<file path="src/rtl/turbo_pkg.sv">
// Shared constants, FSM state encoding and RSC helpers for the parallel RSC checker.
package turbo_pkg;

  localparam int unsigned BW       = 8;
  localparam int unsigned K_SMALL  = 1056;
  localparam int unsigned K_LARGE  = 6144;
  localparam int unsigned NB_SMALL = K_SMALL / BW;   // 132 bytes
  localparam int unsigned NB_LARGE = K_LARGE / BW;   // 768 bytes
  localparam int unsigned CNT_W    = 10;
  localparam int unsigned ERR_W    = 13;
  localparam int unsigned ST_W     = 2;

  typedef enum logic [ST_W-1:0] {
    IDLE = 2'd0,
    DATA = 2'd1,
    TAIL = 2'd2,
    DONE = 2'd3
  } state_e;

  // One RSC step: returns {z, s_next}; s[0] is the newest state bit.
  function automatic logic [3:0] rsc_step(input logic c, input logic [2:0] s);
    logic a;
    logic z;
    a = c ^ s[1] ^ s[2];
    z = a ^ s[0] ^ s[2];
    return {z, s[1], s[0], a};
  endfunction

  function automatic logic [3:0] popcount8(input logic [7:0] v);
    logic [3:0] n;
    n = '0;
    for (int i = 0; i < 8; i++) n = n + 4'(v[i]);
    return n;
  endfunction

  // Error counter add that sticks at all-ones instead of wrapping.
  function automatic logic [ERR_W-1:0] sat_add(input logic [ERR_W-1:0] a, input logic [3:0] b);
    logic [ERR_W:0] sum;
    sum = {1'b0, a} + (ERR_W+1)'(b);
    return sum[ERR_W] ? {ERR_W{1'b1}} : sum[ERR_W-1:0];
  endfunction

endpackage

</file>
<file path="src/rtl/rsc_reencode8.sv">
// Combinational 8-step unroll of the RSC encoder, bit0 processed first.
module rsc_reencode8
  import turbo_pkg::*;
(
  input  logic [BW-1:0] c,
  input  logic [2:0]    s,
  output logic [BW-1:0] z,
  output logic [2:0]    s_out
);

  logic [2:0] st;
  logic [3:0] r;

  // Chain the single-bit steps, collecting the parity bit of each.
  always_comb begin
    st = s;
    r  = '0;
    z  = '0;
    for (int i = 0; i < int'(BW); i++) begin
      r    = rsc_step(c[i], st);
      z[i] = r[3];
      st   = r[2:0];
    end
    s_out = st;
  end

endmodule

</file>
<file path="config.mk">
export PLATFORM = sky130hd
export DESIGN_NAME = rsc_reencode8
export DESIGN_NICKNAME = d
export VERILOG_FILES = /design/src/rtl/turbo_pkg.sv /design/src/rtl/rsc_reencode8.sv
export SDC_FILE = /design/constraint.sdc
export NUM_CORES = 1
export LEC_CHECK = 0
export ABC_AREA = 1
export CAP_MARGIN = 20
export CORE_MARGIN = 2
export CORE_UTILIZATION = 35
export DETAILED_ROUTE_END_ITERATION = 8
export PLACE_DENSITY = 0.71
export REMOVE_ABC_BUFFERS = 1
export SLEW_MARGIN = 10
export SYNTH_ARGS = -nofsm -noshare
export SYNTH_HDL_FRONTEND = slang
export SYNTH_SLANG_ARGS = --single-unit
</file>
<file path="constraint.sdc">
create_clock -name vclk -period 1.4
set_clock_uncertainty 0.05 [all_clocks]
set_input_delay 0.14 -clock vclk [all_inputs]
set_output_delay 0.14 -clock vclk [all_outputs]
set_load 0.05 [all_outputs]
</file>
==> results_dict.tcl, run 1 <==
set metrics [dict create \
    place_inst 141 \
    synth_area_leader_cell "nand2_1" \
    gp_congestion 0.7462 \
    synth_compound_area_share_pct 0 \
    haltStage "global routing" \
    ctsHoldBuffers 0 \
    worstEpCategory "output port" \
    port-buffer-count 22 \
    synth_top_family_by_area "simple AND/OR/NAND/NOR gates" \
    seq_area_frac_synth_pct 0 \
    synthSimpleGateAreaFrac_pct 70.26 \
    io_pins 22 \
    synthXorXnorAreaFrac_pct 15.90 \
    yosys_warnings 0 \
    synth_fa_ha_area_share_pct 0 \
    synthMuxAreaShare_pct 0 \
    rows 13 \
    firstError "[ERROR DPL-0038] Utilization greater than 100%, impossible to legalize" \
    die_h_um 41.34 \
    yosysTopAreaCellShare_pct 23.08 \
    worst_endpoint "s_out[0]" \
    ys_top_cells_by_area "nand2_1 23%, nand3_1 14%, nand2_2 14%" \
    start_util_pct 37.50 \
    synth_area_um2 488.0 \
    synth_cell_types 12 \
    syn_inst 90 \
    hpwlAfterDp_um 1223 \
    die_x_um 41.34 \
    outcome "aborted with a tool error" \
    syn_avg_cell_area_um2 5.422 \
    grt_max_degree 7 \
]
==> synthesized netlist by cell type <==
| cell type | number |
|---|---|
| xor2_1 | 6 |
| nand3b_2 | 1 |
| nand3_2 | 4 |
| nand2_4 | 3 |
| inv_2 | 2 |
| xor2_2 | 1 |
| nand4_1 | 1 |
| inv_1 | 16 |
| nand3_1 | 14 |
| xnor2_1 | 1 |
| nand2_2 | 11 |
| nand2_1 | 30 |
==> cell families after synthesis <==
logic type	after synthesis
XOR/XNOR	8
buffers and inverters	18
AND/OR/NAND/NOR	64
==> through the flow <==
stage / instance area, um2 / worst slack [ns]
3_3_place_gp: 942.2 / -0.8801
2_1_floorplan: 488.0 / -0.5413
4_1_cts: 1201 / -0.3694
3_5_place_dp: 942.2 / -0.9615
==> timing repair <==
item / CTS
resized for setup: 82
endpoints found under the setup margin: 11
buffers inserted: 5
pin swaps: 24
==> inputs of run 2 (changes only) <==
- CORE_AREA: not set -> 2 2 63 65
- CORE_MARGIN: 2 -> not set
- CORE_UTILIZATION: 35 -> not set
- DIE_AREA: not set -> 0 0 65 67
- PLACE_DENSITY: 0.71 -> not set
- PLACE_DENSITY_LB_ADDON: not set -> 0.15
- clock period: 1.4 -> 1.8 ns (I/O delays scaled with it)
==> run 2 against run 1 <==
Effect of this change:
- the flow now finishes, with violations (setup timing)
- synthesized cell count did not move
- synthesized area did not move
==> results_dict.tcl, run 2 <==
set metrics [dict create \
    port-buffer-count 22 \
    power_density_mw_per_mm2 763.6 \
    gp_congestion 0.7414 \
    path_cells "buf_12 > inv_6 > nand2_2 > nand2_1 > nand2_1 > nand3_4 > nand2_4 > nand2_4 > nand2_4 > buf_12 > xor2_4 > xor2_2 > buf_12" \
    irDropWorstVdd_v 0.0003289 \
    syn_to_final_growth_pct 173.3 \
    nets 148 \
    die_area_mm2 0.004355 \
    syn_avg_cell_area_um2 5.422 \
    worstPathArrival_ns 1.63 \
    design.seq.count 0 \
    fmax_mhz 537.6 \
    mostFrequentLayoutCell "buf_4" \
    period_minus_slack_ns 1.860 \
    power_leakage_nw 0.6853 \
    synth_area_leader_cell "nand2_1" \
    drive_gt1_share_pct 71.11 \
    die_h_um 67 \
    seq_area_frac_synth_pct 0 \
    synth_cell_types 12 \
    seqCellArea_um2 0 \
    netlist_top_cells_count "30 x nand2_1, 16 x inv_1, 14 x nand3_1, 11 x nand2_2, 6 x xor2_1" \
    core_mm2 0.003606 \
    num-clock-buffers 0 \
    max_stage_delay_ns 0.22 \
    grt_use_total_pct 7.501 \
    final_cell_mix "22 x buf_4, 16 x nand2_4, 15 x nand2_2" \
    dr.pass1.iters 4 \
    fin_crit_sh_pct 103.3 \
    hold_class "in2out" \
    hpwlAfterDp_um 1230 \
    worst-slew-pin-transition_ns 0.2508 \
    ant_nets 0 \
    ctsHoldBuffers 0 \
    syn_inst 90 \
    crit_start "s[0]" \
    start_util_pct 13.53 \
    slew_violations 0 \
    vias_per_cell 3.820 \
    antenna_found_initial 0 \
    hold_viol 0 \
    endpoint "z[4]" \
    grt_pass1_vias 720 \
    fin_util_pct 36.99 \
    grt_max_degree 7 \
    worstPathRequired_ns 1.57 \
    cp-end-kind "output port" \
    wl_per_cell_um 9.060 \
    drtIter0Drc 7 \
    violations "setup timing" \
    crit_type "in2out" \
    cp_slowest_cell "xor2_2" \
    cp_max_fo 5 \
    post-synth-top-count-cell "nand2_1" \
    antenna_cells 0 \
    fin_ws_ns -0.06015 \
    ys_top_cells_by_area "nand2_1 23%, nand3_1 14%, nand2_2 14%" \
    maxCapViolCount 0 \
    yosysTopAreaCellShare_pct 23.08 \
    nFillCells 366 \
    io_pins 22 \
    start_kind "primary input" \
    relSlewSlack_pct 83.22 \
    yosys_warnings 0 \
    rsz0062_at_grt "true" \
    outcome "finished with violations" \
    routed_wl_um 1658 \
    synth_area_um2 488.0 \
    finalSetupViolCount 7 \
    total_power_w 0.001018 \
    gr-total-overflow 0 \
    drc 0 \
    die_x_um 65 \
    rows 22 \
    grt_first_pass_wirelength_um 2711 \
    vias 699 \
]
==> run 2: cell counts after synthesis <==
Identical to the previous run, type by type.
==> run 2: what timing repair did <==
item / CTS / global route
hold endpoints to repair: 0 / 0
setup endpoints to repair: 10 / 8
gates resized for setup: 82 / 17
pin swaps: 26 / 15
setup buffers: 7 / 1
==> run 2: final cells by class <==
cell class,count,area [um2],share of cell area (%)
Timing Repair Buffer,45,529.3,39.68
Inverter,18,85.08,6.379
Multi-Input combinational cell,72,659.4,49.44
Tap cell,48,60.06,4.503
==> run 2: worst max-delay path, delay by kind of cell <==
kind,cells,cell delay [ns]
simple gates,7,0.54
xor+xnor,2,0.43
buf+inv,4,0.46
==> run 2: cells by family (layout without fill, tap and decap cells) <==
kind of cell / Yosys count / in the layout / synth area share [%]
XOR/XNOR: 8 / 8 / 15.90
buffers and inverters: 18 / 63 / 13.85
AND/OR/NAND/NOR: 64 / 64 / 70.26
==> run 2: per-stage QoR <==
stage	std cells	cell area [um2]	hold WS [ns]	TNS (ns)	setup slack, ns
finish	183	1334	0.6675	-0.2114	-0.06015
global route	183	1334	0.6756	-0.9460	-0.1536
CTS	182	1255	0.6666	-0.2365	-0.04833
detailed placement	175	991.0	1.088	-5.357	-0.6429
global placement	175	991.0	1.082	-5.307	-0.6347
floorplan	90	488.0	0.5819	-0.5545	-0.2213
==> run 2: how the worst min path moves through the flow <==
| stage | startpoint | endpoint | slack [ns] | depth (start not counted) |
|---|---|---|---|---|
| 2_1_floorplan | s[1] | z[1] | 0.58 | 1 |
| 3_3_place_gp | c[6] | z[6] | 1.08 | 4 |
| 3_5_place_dp | c[6] | z[6] | 1.09 | 4 |
| 4_1_cts | s[1] | z[1] | 0.67 | 3 |
| 5_1_grt | s[1] | z[1] | 0.68 | 3 |
| 6_report | s[1] | z[1] | 0.67 | 3 |
==> run 2: where the power goes <==
group | internal [W] | total [W] | switching [W]
logic | 0.000473 | 0.00102 | 0.000545
registers | 0 | 0 | 0
clock network | 0 | 0 | 0
total | 0.000473 | 0.00102 | 0.000545
==> run 2: layer usage <==
| metal | vias to the layer above | global-route usage (%) | wire length, um | part of all wire [%] |
|---|---|---|---|---|
| met3 | 0 | 0.6757 | 41 | 2.5 |
| met5 | - | 0 | 0 | 0 |
| met1 | 326 | 8.225 | 612 | 37 |
| met2 | 6 | 16.11 | 1005 | 61 |
| met4 | 0 | 0 | 0 | 0 |
| li1 | 367 | - | - | - |
Power figures use the tool's default switching activity.
